$ cat config.mk
export PLATFORM = sky130hd
export DESIGN_NAME = adc_bufr_sync_ctrl
export DESIGN_NICKNAME = d
export VERILOG_FILES = /design/src/rtl/adc_bufr_sync_ctrl.sv
export SDC_FILE = /design/constraint.sdc
export NUM_CORES = 1
export LEC_CHECK = 0
export BUFFER_PORTS_ARGS = -buffer_cell sky130_fd_sc_hd__buf_2
export CAP_MARGIN = 5
export CORE_ASPECT_RATIO = 0.6
export CORE_MARGIN = 4
export CORE_UTILIZATION = 60
export DETAILED_ROUTE_END_ITERATION = 10
export PLACE_DENSITY = 0.8
export SLEW_MARGIN = 30
export SYNTH_ARGS = -nofsm -noshare
export SYNTH_HDL_FRONTEND = slang
export SYNTH_SLANG_ARGS = --single-unit
$ cat constraint.sdc
create_clock -name CLK_I -period 3 [get_ports CLK_I]
set_input_delay 0.6 -clock CLK_I [delete_from_list [all_inputs] [get_ports CLK_I]]
set_output_delay 0.6 -clock CLK_I [all_outputs]
set_load 0.05 [all_outputs]
$ cat src/rtl/adc_bufr_sync_ctrl.sv
// BUFR divider sync sequencer: clears and enables the per-port BUFRs so that
// the divided clocks start phase-aligned. It then confirms that each divided
// clock is toggling, retries on failure and reports READY/ERROR.
module adc_bufr_sync_ctrl #(
  parameter int unsigned PORTS_ADC     = 8,
  parameter int unsigned CLR_CYCLES    = 16,
  parameter int unsigned SETTLE_CYCLES = 8,
  parameter int unsigned WINDOW_CYCLES = 256,
  parameter int unsigned MIN_TOGGLES   = 16,
  parameter int unsigned MAX_RETRY     = 3,
  parameter int unsigned MONITOR_CONT  = 1
) (
  input  logic                 CLK_I,
  input  logic                 RSTN_I,
  input  logic                 START_I,
  input  logic [PORTS_ADC-1:0] BUFR_CLK_SYNC_I,
  input  logic [PORTS_ADC-1:0] PORT_MASK_I,
  output logic                 BUFR_CLR_O,
  output logic [PORTS_ADC-1:0] BUFR_CE_O,
  output logic [PORTS_ADC-1:0] ALIVE_O,
  output logic                 READY_O,
  output logic                 ERROR_O,
  output logic [3:0]           RETRY_CNT_O
);

  localparam int unsigned CS_MAX  = (CLR_CYCLES > SETTLE_CYCLES) ? CLR_CYCLES : SETTLE_CYCLES;
  localparam int unsigned CNT_MAX = (CS_MAX > WINDOW_CYCLES) ? CS_MAX : WINDOW_CYCLES;
  localparam int unsigned CNT_W   = $clog2(CNT_MAX);
  localparam int unsigned TOG_W   = $clog2(MIN_TOGGLES + 1);

  localparam logic [CNT_W-1:0] CLR_LAST    = CNT_W'(CLR_CYCLES - 1);
  localparam logic [CNT_W-1:0] SETTLE_LAST = CNT_W'(SETTLE_CYCLES - 1);
  localparam logic [CNT_W-1:0] WIN_LAST    = CNT_W'(WINDOW_CYCLES - 1);
  localparam logic [TOG_W-1:0] TOG_SAT     = TOG_W'(MIN_TOGGLES);
  localparam logic [3:0]       RETRY_MAX   = 4'(MAX_RETRY);

  typedef enum logic [2:0] {
    S_CLR, S_SETTLE, S_ENABLE, S_CHECK, S_LOCKED, S_FAIL
  } state_e;

  state_e                          state_q, state_d;
  logic [CNT_W-1:0]                cnt_q, cnt_d;
  logic [PORTS_ADC-1:0]            prev_q, prev_d;
  logic [PORTS_ADC-1:0][TOG_W-1:0] tog_q, tog_d;
  logic                            clr_q, clr_d;
  logic [PORTS_ADC-1:0]            ce_q, ce_d;
  logic [PORTS_ADC-1:0]            alive_q, alive_d;
  logic                            ready_q, ready_d;
  logic                            err_q, err_d;
  logic [3:0]                      retry_q, retry_d;

  logic [PORTS_ADC-1:0][TOG_W-1:0] tog_inc;
  logic [PORTS_ADC-1:0]            alive_now;
  logic                            win_active;
  logic                            win_end;
  logic                            pass;

  // State and registered outputs
  always_ff @(posedge CLK_I or negedge RSTN_I) begin
    if (!RSTN_I) begin
      state_q <= S_CLR;
      cnt_q   <= '0;
      prev_q  <= '0;
      tog_q   <= '0;
      clr_q   <= 1'b1;
      ce_q    <= '0;
      alive_q <= '0;
      ready_q <= 1'b0;
      err_q   <= 1'b0;
      retry_q <= '0;
    end else begin
      state_q <= state_d;
      cnt_q   <= cnt_d;
      prev_q  <= prev_d;
      tog_q   <= tog_d;
      clr_q   <= clr_d;
      ce_q    <= ce_d;
      alive_q <= alive_d;
      ready_q <= ready_d;
      err_q   <= err_d;
      retry_q <= retry_d;
    end
  end

  // Sequencing, edge counting and window decisions
  always_comb begin
    state_d   = state_q;
    cnt_d     = cnt_q + CNT_W'(1);
    prev_d    = prev_q;
    tog_d     = tog_q;
    ce_d      = ce_q;
    alive_d   = alive_q;
    retry_d   = retry_q;
    tog_inc   = tog_q;
    alive_now = '0;

    win_active = (state_q == S_CHECK) || ((state_q == S_LOCKED) && (MONITOR_CONT != 0));
    win_end    = win_active && (cnt_q == WIN_LAST);

    // Saturating per-port edge count including this cycle's sample
    for (int unsigned i = 0; i < PORTS_ADC; i++) begin
      if ((prev_q[i] != BUFR_CLK_SYNC_I[i]) && (tog_q[i] != TOG_SAT)) begin
        tog_inc[i] = tog_q[i] + TOG_W'(1);
      end
      alive_now[i] = (tog_inc[i] == TOG_SAT);
    end
    pass = &(alive_now | ~PORT_MASK_I);

    // The first sample of a window only reloads prev and never counts as an edge
    if (win_active) begin
      prev_d = BUFR_CLK_SYNC_I;
      tog_d  = (cnt_q == '0) ? '0 : tog_inc;
    end

    case (state_q)
      S_CLR: begin
        if (cnt_q == CLR_LAST) begin
          state_d = S_SETTLE;
          cnt_d   = '0;
        end
      end
      S_SETTLE: begin
        if (cnt_q == SETTLE_LAST) begin
          state_d = S_ENABLE;
          cnt_d   = '0;
        end
      end
      S_ENABLE: begin
        if (cnt_q == SETTLE_LAST) begin
          state_d = S_CHECK;
          cnt_d   = '0;
        end
      end
      S_CHECK: begin
        if (win_end) begin
          cnt_d   = '0;
          alive_d = alive_now;
          if (pass) begin
            state_d = S_LOCKED;
          end else if (retry_q < RETRY_MAX) begin
            retry_d = retry_q + 4'd1;
            state_d = S_CLR;
          end else begin
            state_d = S_FAIL;
          end
        end
      end
      S_LOCKED: begin
        if (MONITOR_CONT == 0) begin
          cnt_d = cnt_q;
        end else if (win_end) begin
          cnt_d   = '0;
          alive_d = alive_now;
          if (!pass) begin
            retry_d = '0;
            state_d = S_CLR;
          end
        end
      end
      S_FAIL: begin
        cnt_d = cnt_q;
      end
      default: begin
        state_d = S_CLR;
        cnt_d   = '0;
      end
    endcase

    // A restart request overrides everything, including a same-cycle decision
    if (START_I) begin
      state_d = S_CLR;
      cnt_d   = '0;
      retry_d = '0;
      alive_d = alive_q;
    end

    // Outputs follow the next state so they line up with it
    clr_d   = (state_d == S_CLR);
    err_d   = (state_d == S_FAIL);
    ready_d = (state_d == S_LOCKED) && (state_q == S_LOCKED);
    if ((state_d == S_CLR) || (state_d == S_FAIL)) begin
      ce_d = '0;
    end else if ((state_d == S_ENABLE) && (state_q != S_ENABLE)) begin
      ce_d = PORT_MASK_I;
    end
  end

  assign BUFR_CLR_O  = clr_q;
  assign BUFR_CE_O   = ce_q;
  assign ALIVE_O     = alive_q;
  assign READY_O     = ready_q;
  assign ERROR_O     = err_q;
  assign RETRY_CNT_O = retry_q;

endmodule

==> flow_summary.json, run 1 <==
{
  "final_cells": 737,
  "powerDensity_mw_per_mm2": 401,
  "synth_area_per_cell_um2": 8.69,
  "critical_path_class": "reg -> reg",
  "cts-root-buf": "clkbuf_16",
  "fin_skew_ns": 0.00375,
  "cap_violations": 0,
  "period_minus_slack_ns": 2.77,
  "synthFlopType": "dfrtp_1",
  "first_iter_violations": 469,
  "start_kind": "flip-flop",
  "outcome": "finished clean",
  "drtPass1Iterations": 5,
  "worstPathRequired_ns": 3.24,
  "ioPinCount": 42,
  "intPower_uw": 1750,
  "drt-total-wl_um": 12600,
  "finalSetupViolCount": 0,
  "synthArstFlopShare_pct": 100,
  "fin_nets": 663,
  "core_mm2": 0.00807,
  "die_x_um": 127,
  "num_vias": 4543,
  "drive_gt1_share_pct": 13.4,
  "viasPerCell": 6.16,
  "pwr-share-seq_pct": 49.3,
  "cts_tree": "done",
  "p_sw_uw": 537,
  "cts_inserted_buffers": 9,
  "dp_cells": 722,
  "pwr-share-clk_pct": 45.0,
  "syn-num-nets": 624,
  "ys_ff_latch": 82,
  "antennaDiodeCount": 0,
  "worstPathArrival_ns": 3.01,
  "drtAntennaViolNets": 0,
  "hold_viol_final": 0,
  "crit_fanout": 8,
  "gr-usage-all-layers_pct": 26.1,
  "max_freq_mhz": 361,
  "holdWs_ns": 0.276,
  "cts_buffer_depth": 2,
  "worstMarginPinSlew_ns": 0.822,
  "initial_core_util_pct": 63.1,
  "ir_drop_mv": 0.307,
  "place_hpwl_um": 8670,
  "syn_inst": 586,
  "period_share_pct": 92.4,
  "hold_path_class": "in -> async",
  "yosys_warnings": 0,
  "maxSlewHeadroom_pct": 45.1,
  "p_leak_uw": 0.00250,
  "gp_congestion": 0.866,
  "grt_pass1_vias": 4327,
  "ys_seq_area_share_pct": 40.3,
  "cts.sinks": 82,
  "clkSlewWorstSetupHoldPaths_ns": 0.06,
  "area_growth_pct": 11.8,
  "p_sw_share_pct": 23.5,
  "die-area_mm2": 0.0101,
  "grt_pass1_wl_um": 21300,
  "num_rows": 25,
  "portBuffers": 41,
  "slew_violations": 0,
  "drc": 0,
  "grt_antenna_before_repair": 0,
  "h-tree-depth": 3,
  "cts_hold_buf": 0,
  "end_kind": "flip-flop",
  "die_h_um": 79.4,
  "clk_latency_ns": 0.34,
  "synth_edf_count": 0,
  "grt_max_degree": 83,
  "synth.distinct_cells": 60,
  "power_frac_comb_pct": 5.7,
  "synth_area_mm2": 0.00509,
  "gr-total-overflow": 0,
  "wl_per_cell_um": 17.1
}
==> worst max-delay path, cell delays in order (launching register included) <==
cell and delay (ns):
dfrtp_1 0.43, inv_1 0.09, ha_1 0.19, and4bb_2 0.25
nor4_1 0.36, o22ai_1 0.22, a22oi_1 0.29, nand4_1 0.19
a211oi_2 0.30, o21ai_4 0.14, o21ai_0 0.21
==> logic make-up after synthesis <==
group           synth area share (%)
simple gates                    24.3
compound gates                  19.6
mux                             2.19
buf+inv                         4.79
flops                           40.3
xor+xnor                        4.13
fa+ha+maj                       4.67
==> cells in the mapped netlist, types with 3 or more instances <==
| cell type | number | area, µm² |
|---|---|---|
| nor2_1 | 46 | 173 |
| o211a_1 | 7 | 70.1 |
| mux2i_1 | 10 | 100 |
| nor3_1 | 15 | 75.1 |
| and2_1 | 6 | 37.5 |
| and3_1 | 12 | 75.1 |
| clkbuf_1 | 14 | 52.6 |
| nand3_1 | 19 | 95.1 |
| a32o_1 | 8 | 80.1 |
| o31ai_1 | 8 | 60.1 |
| and4bb_2 | 4 | 50.1 |
| xor2_1 | 9 | 78.8 |
| inv_1 | 43 | 161 |
| o22ai_1 | 8 | 50.1 |
| a31oi_1 | 3 | 18.8 |
| buf_2 | 6 | 30.0 |
| nor3b_1 | 4 | 30.0 |
| nand2b_1 | 11 | 68.8 |
| ha_1 | 19 | 238 |
| a21oi_1 | 31 | 155 |
| o21ai_0 | 57 | 285 |
| dfrtp_1 | 81 | 2030 |
| nor4_1 | 16 | 100 |
| nand2_1 | 73 | 274 |
| o21a_1 | 7 | 52.6 |
| nand3b_1 | 3 | 22.5 |
| xnor2_1 | 15 | 131 |
| a211o_1 | 3 | 26.3 |
| nand4_1 | 11 | 68.8 |
==> repair_timing <==
item,in CTS,in global routing
gates resized for setup,0,1
buffers inserted,0,0
endpoints found under the setup margin,0,1
==> power by group through the flow <==
stage | registers, µW | logic, µW | clock network, µW
after floorplan | 1160 | 48.8 | 0
after global placement | 1150 | 125 | 0
after detailed placement | 1150 | 130 | 0
after CTS | 1130 | 131 | 1040
after global routing | 1130 | 145 | 1100
final | 1130 | 131 | 1030
==> layer usage <==
layer / GRT usage (%) / up-vias / wire length [µm]
li1: - / 2177 / -
met1: 37.9 / 2188 / 6010
met2: 39.8 / 164 / 5630
met3: 5.48 / 14 / 859
met4: 6.96 / 0 / 126
met5: 0 / - / 0
==> flip-flops by register name, summed over array words and instances, names as in the netlist <==
register and cells:
ERROR_O 1, cnt_q 8, tog_q 40, ALIVE_O 8, BUFR_CLR_O 1, state_q 3, prev_q 8, RETRY_CNT_O 4
BUFR_CE_O 8, READY_O 1
==> cells in the final DEF, fill, tap and decap left out, types with 16 or more instances in the layout <==
cell	instances
nand2_1	73
o21ai_0	57
a21oi_1	31
ha_1	19
nor4_1	16
buf_2	40
nor2_1	46
dfrtp_1	81
inv_1	43
nand3_1	19
==> per-stage QoR <==
step / utilization [%] / power, µW / TNS [ns] / setup WS, ns / area, µm²
finish: 70.6 / 2290 / 0 / 0.228 / 5700
global route: 70.6 / 2370 / -0.0204 / -0.0204 / 5700
CTS: 70.4 / 2300 / 0 / 0.232 / 5680
detailed placement: 67.1 / 1280 / 0 / 0.188 / 5410
global placement: 67.0 / 1270 / 0 / 0.292 / 5410
floorplan: - / 1210 / 0 / 0.652 / 5090
==> cell type report <==
class,count,area (µm²)
Inverter,43,161
Timing Repair Buffer,48,264
Tap cell,108,135
Clock inverter,3,15.0
Multi-Input combinational cell,441,2810
Clock buffer,12,256
Fill cell,606,2370
Sequential cell,82,2050
==> path summary, 6_finish.rpt <==
check / start / endpoint / slack, ns / cells past startpoint
max: tog_q[30] / BUFR_CE_O[6] / 0.23 / 10
min: RSTN_I / tog_q[38] / 0.28 / 1
max reg2reg: tog_q[30] / BUFR_CE_O[6] / 0.23 / 10
min reg2reg: prev_q[5] / prev_q[5] / 0.50 / 2
max in group asynchronous: RSTN_I / tog_q[1] / 2.17 / 1
min in group CLK_I: BUFR_CLK_SYNC_I[5] / prev_q[5] / 0.49 / 3
No activity file was read; power rests on OpenSTA's default activity.
==> run 2: changes to the inputs <==
GPL_TIMING_DRIVEN = 0   (was unset)
==> run 2 against run 1 <==
Effect of this change:
- power rose by 3.2%
- largest power group unchanged
- clock power rose by 7%
- final area rose by 1.8%
- flip-flop and latch count did not move
- register-to-register slack got worse by 0.04 ns
- sequential share of layout area fell by 0.63 points
- combinational power rose by 5%
- via count rose by 6.5%
- critical path depth did not move
==> flow_summary.json, run 2 (synthesis results as in run 1) <==
{
  "outcome": "finished clean",
  "cts.sinks": 82,
  "grt_pass1_vias": 4776,
  "die_h_um": 79.4,
  "initial_core_util_pct": 63.1,
  "clk_latency_ns": 0.34,
  "start_kind": "flip-flop",
  "regMostFlops": "tog_q",
  "worstPathArrival_ns": 3.05,
  "postCtsSetupRepairBufs": 0,
  "drtPass1Iterations": 5,
  "finalSetupViolCount": 0,
  "num_vias": 4839,
  "mostFrequentLayoutCell": "dfrtp_1",
  "gr-total-overflow": 0,
  "max_freq_mhz": 355,
  "grt_pass1_wl_um": 23900,
  "viasPerCell": 6.44,
  "ir_drop_mv": 0.322,
  "power_frac_comb_pct": 5.9,
  "area_growth_pct": 13.8,
  "worstPathRequired_ns": 3.23,
  "largest_register_ffs": 40,
  "grt_max_degree": 43,
  "holdWs_ns": 0.170,
  "drc": 0,
  "drtAntennaViolNets": 0,
  "cts_hold_buf": 0,
  "p_sw_uw": 543,
  "clkSlewWorstSetupHoldPaths_ns": 0.06,
  "ioPinCount": 42,
  "portBuffers": 41,
  "h-tree-depth": 3,
  "rsz0062_at_grt": "false",
  "gr-usage-all-layers_pct": 29.9,
  "layout_common_cells": "dfrtp_1, nand2_1, o21ai_0",
  "fin_nets": 677,
  "cts_tree": "done",
  "slew_violations": 0,
  "core_mm2": 0.00807,
  "maxSlewHeadroom_pct": 39.5,
  "fin_skew_ns": 0.00641,
  "critical_path_class": "reg -> reg",
  "crit_fanout": 8,
  "first_iter_violations": 472,
  "wl_per_cell_um": 19.0,
  "cts-root-buf": "clkbuf_16",
  "p_leak_uw": 0.00255,
  "cts_inserted_buffers": 9,
  "crit_chain": "inv_1 -> ha_1 -> and4bb_2 -> o21a_1 -> o22ai_1 -> a22oi_1 -> and4_4 -> nor3_4 -> a41oi_1 -> a211oi_1",
  "cts_buffer_depth": 2,
  "drive_gt1_share_pct": 13.8,
  "p_sw_share_pct": 23.0,
  "powerDensity_mw_per_mm2": 407,
  "place_hpwl_um": 10200,
  "cap_violations": 0,
  "gp_congestion": 0.945,
  "num_rows": 25,
  "antennaDiodeCount": 0,
  "drt-total-wl_um": 14300,
  "hold_viol_final": 0,
  "setup-tns-final_ns": 0,
  "pwr-share-clk_pct": 46.5,
  "die-area_mm2": 0.0101,
  "grt_antenna_before_repair": 0,
  "ctsResizeCount": 0,
  "end_kind": "flip-flop",
  "worstMarginPinSlew_ns": 0.905,
  "period_minus_slack_ns": 2.82,
  "cp_slowest_cell": "dfrtp_1",
  "crit_path_max_incr_delay_ns": 0.44,
  "period_share_pct": 93.9,
  "die_x_um": 127,
  "intPower_uw": 1820,
  "pwr-share-seq_pct": 47.7,
  "hold_path_class": "in -> async"
}
==> run 2: through the flow <==
stage               total power [µW]  area [µm²]  worst slack, ns  utilization [%]  cells
finish                          2360        5800            0.184             71.8    751
global placement                1270        5440           0.0802             67.3    735
CTS                             2360        5750          0.00419             71.2    751
global route                    2430        5800          0.00318             71.8    751
floorplan                       1210        5090            0.652                -    586
detailed placement              1280        5460           -0.138             67.7    736
==> run 2: power groups by stage <==
stage / sequential, µW / clock [µW] / combinational (µW)
floorplan: 1160 / 0 / 48.8
global placement: 1140 / 0 / 127
detailed placement: 1140 / 0 / 137
CTS: 1120 / 1090 / 137
global route: 1130 / 1150 / 153
finish: 1120 / 1100 / 138
==> run 2: final cells by class <==
class,instances,area (µm²)
plain buffers,20,82.6
clock buffers,12,246
clock inverters,3,40.0
fillers,611,2270
inverters,43,161
multi-input cells,441,2850
flip-flops and latches,82,2050
well taps,108,135
repair buffers,42,231
==> run 2: critical path, delay by kind of cell (launching register included) <==
family          cells  cell delay, ns
compound gates      5            1.15
buf+inv             1            0.09
flops               1            0.44
simple gates        3            0.84
fa+ha+maj           1            0.19
==> run 2: worst paths after layout <==
check / slack, ns / end / from / depth (start not counted)
hold / removal: 0.17 / tog_q[36] / RSTN_I / 1
min in group CLK_I: 0.48 / prev_q[3] / BUFR_CLK_SYNC_I[3] / 3
max in group asynchronous: 2.27 / RETRY_CNT_O[2] / RSTN_I / 2
setup reg to reg: 0.18 / RETRY_CNT_O[3] / tog_q[30] / 10
setup / recovery: 0.18 / RETRY_CNT_O[3] / tog_q[30] / 10
hold reg to reg: 0.49 / prev_q[3] / prev_q[3] / 2
==> run 2: metal layers <==
layer | track usage [%] | vias to the layer above | part of all wire (%)
li1 | - | 2209 | -
met2 | 47.5 | 225 | 47
met5 | 0 | - | 0
met3 | 6.28 | 30 | 8.7
met1 | 41.5 | 2375 | 43
met4 | 9.21 | 0 | 1.6
==> run 3: changes to the inputs <==
CELL_PAD_IN_SITES_DETAIL_PLACEMENT = 2   (was unset)
CELL_PAD_IN_SITES_GLOBAL_PLACEMENT = 2   (was unset)
CORE_UTILIZATION = 37   (was 60)
==> run 3 against run 2 <==
Effect of this change:
- first-iteration DRC count decreased by 62%
- global-route usage decreased by 6.5 points
- count of clock-buffer cells in the layout down 1
- power up 4.8%
- via count decreased by 0.48%
- wire length grew 30%
- die area increased by 56%
- register-to-register slack worse by 0.07 ns
- flip-flop and latch count unchanged
- sequential power is essentially flat
- critical endpoint is now tog_q[24]
- largest power group is now the clock network
==> flow_summary.json, run 3 (synthesis results as in run 1) <==
{
  "clk_latency_ns": 0.35,
  "ir_drop_mv": 0.229,
  "num_vias": 4816,
  "crit_top_cell": "o21ai_0",
  "die_h_um": 98.9,
  "grt_pass1_vias": 5253,
  "largest_register_ffs": 40,
  "critical_path_class": "reg -> reg",
  "power_frac_comb_pct": 6.2,
  "core_mm2": 0.0132,
  "antennaDiodeCount": 0,
  "die-area_mm2": 0.0158,
  "h-tree-depth": 3,
  "worstPathRequired_ns": 3.26,
  "drt-total-wl_um": 18500,
  "portBuffers": 41,
  "gr-total-overflow": 0,
  "grt_antenna_before_repair": 0,
  "cts_tree": "done",
  "maxSlewHeadroom_pct": 32.5,
  "intPower_uw": 1850,
  "worstMarginPinSlew_ns": 1.01,
  "p_sw_share_pct": 25.1,
  "viasPerCell": 5.89,
  "p_leak_uw": 0.00258,
  "holdWs_ns": 0.167,
  "ioPinCount": 42,
  "clkSlewWorstSetupHoldPaths_ns": 0.06,
  "wl_per_cell_um": 22.6,
  "hold_viol_final": 0,
  "post-place-ws_ns": -0.206,
  "drtPass1Iterations": 4,
  "finalPower_uw": 2470,
  "cts_inserted_buffers": 9,
  "mostFrequentLayoutCell": "dfrtp_1",
  "die_x_um": 159,
  "crit_path_max_incr_delay_ns": 0.81,
  "max_freq_mhz": 346,
  "grt_pass1_wl_um": 29400,
  "cp_top_family": "simple AND/OR/NAND/NOR gates",
  "num_rows": 32,
  "drive_gt1_share_pct": 16.5,
  "fin_nets": 681,
  "hold_path_class": "in -> async",
  "outcome": "finished clean",
  "drc": 0,
  "critPathBufInv": 1,
  "slew_violations": 0,
  "grt_max_degree": 45,
  "end_kind": "flip-flop",
  "finalSetupViolCount": 0,
  "crit_fanout": 10,
  "cts_buffer_depth": 2,
  "period_minus_slack_ns": 2.89,
  "regMostFlops": "tog_q",
  "first_iter_violations": 180,
  "fin_skew_ns": 0.00702,
  "cp_slowest_cell": "nor2_1",
  "drtAntennaViolNets": 0,
  "gp_congestion": 0.848,
  "place_hpwl_um": 13200,
  "setup_slack_ns": 0.114,
  "area_growth_pct": 17.7,
  "powerDensity_mw_per_mm2": 412,
  "period_share_pct": 96.2,
  "start_kind": "flip-flop",
  "worstPathArrival_ns": 3.14,
  "layout_common_cells": "dfrtp_1, nand2_1, o21ai_0",
  "cts-root-buf": "clkbuf_16",
  "cts_hold_buf": 0,
  "cap_violations": 0,
  "gr-usage-all-layers_pct": 23.4,
  "cts.sinks": 82,
  "initial_core_util_pct": 38.7,
  "p_sw_uw": 621,
  "crit_chain": "nor2b_1 -> and2_1 -> nor2_1 -> clkbuf_1 -> o21ai_0 -> o21ai_0",
  "pwr-share-clk_pct": 48.3,
  "pwr-share-seq_pct": 45.5
}
-- run 3: final cells by class --
type                       instances  area [µm²]
buffer                            20        85.1
clock buffer                      11         253
clock inverter                     5        62.6
fill                            1456        7180
inverter                          43         161
multi-input combinational        441        2900
sequential                        82        2060
tap                              170         213
timing repair buffer              46         269
-- run 3: path summary, 6_finish.rpt --
kind                              to                from  slack, ns  depth (start not counted)
max                        tog_q[24]          state_q[2]       0.11                          6
min                        tog_q[30]              RSTN_I       0.17                          1
max reg2reg                tog_q[24]          state_q[2]       0.11                          6
min reg2reg                prev_q[2]           prev_q[2]       0.49                          2
max in group asynchronous   tog_q[0]              RSTN_I       2.25                          2
min in group CLK_I         prev_q[2]  BUFR_CLK_SYNC_I[2]       0.48                          3
-- run 3: worst reg2reg max path: stages, from the launching register on --
cell and delay [ns]:
dfrtp_1 0.47, nor2b_1 0.24, and2_1 0.30, nor2_1 0.81
clkbuf_1 0.63, o21ai_0 0.23, o21ai_0 0.12
-- run 3: through the flow --
| stage | cell area (µm²) | util, % | setup TNS, ns | instances |
|---|---|---|---|---|
| 5_1_grt | 6000 | 45.5 | -0.0923 | 818 |
| 4_1_cts | 5890 | 44.7 | 0 | 815 |
| 6_report | 6000 | 45.5 | 0 | 818 |
| 3_3_place_gp | 5510 | 41.9 | -0.166 | 797 |
| 2_1_floorplan | 5090 | - | 0 | 586 |
| 3_5_place_dp | 5550 | 42.1 | -1.56 | 798 |
-- run 3: metal layers --
metal	part of all wire [%]	GRT usage, %	up-vias	wire length (µm)
met1	49	32.5	2512	9140
li1	-	-	2209	-
met5	0	0	-	0
met2	47	39.0	74	8700
met3	2.4	3.72	21	452
met4	1.2	4.47	0	223
-- run 3: repair_timing --
| item | in CTS | in global routing |
|---|---|---|
| gates resized for setup | 3 | 25 |
| cloned | 0 | 0 |
| setup endpoints to repair | 5 | 16 |
| pin swaps | 3 | 9 |
| setup buffers | 1 | 3 |
-- run 3: power by group through the flow --
| stage | Clock (µW) | Combinational (µW) | Sequential, µW |
|---|---|---|---|
| 4_1_cts | 1220 | 150 | 1120 |
| 6_report | 1200 | 152 | 1120 |
| 3_3_place_gp | 0 | 134 | 1150 |
| 3_5_place_dp | 0 | 147 | 1150 |
| 2_1_floorplan | 0 | 48.8 | 1160 |
| 5_1_grt | 1260 | 166 | 1130 |
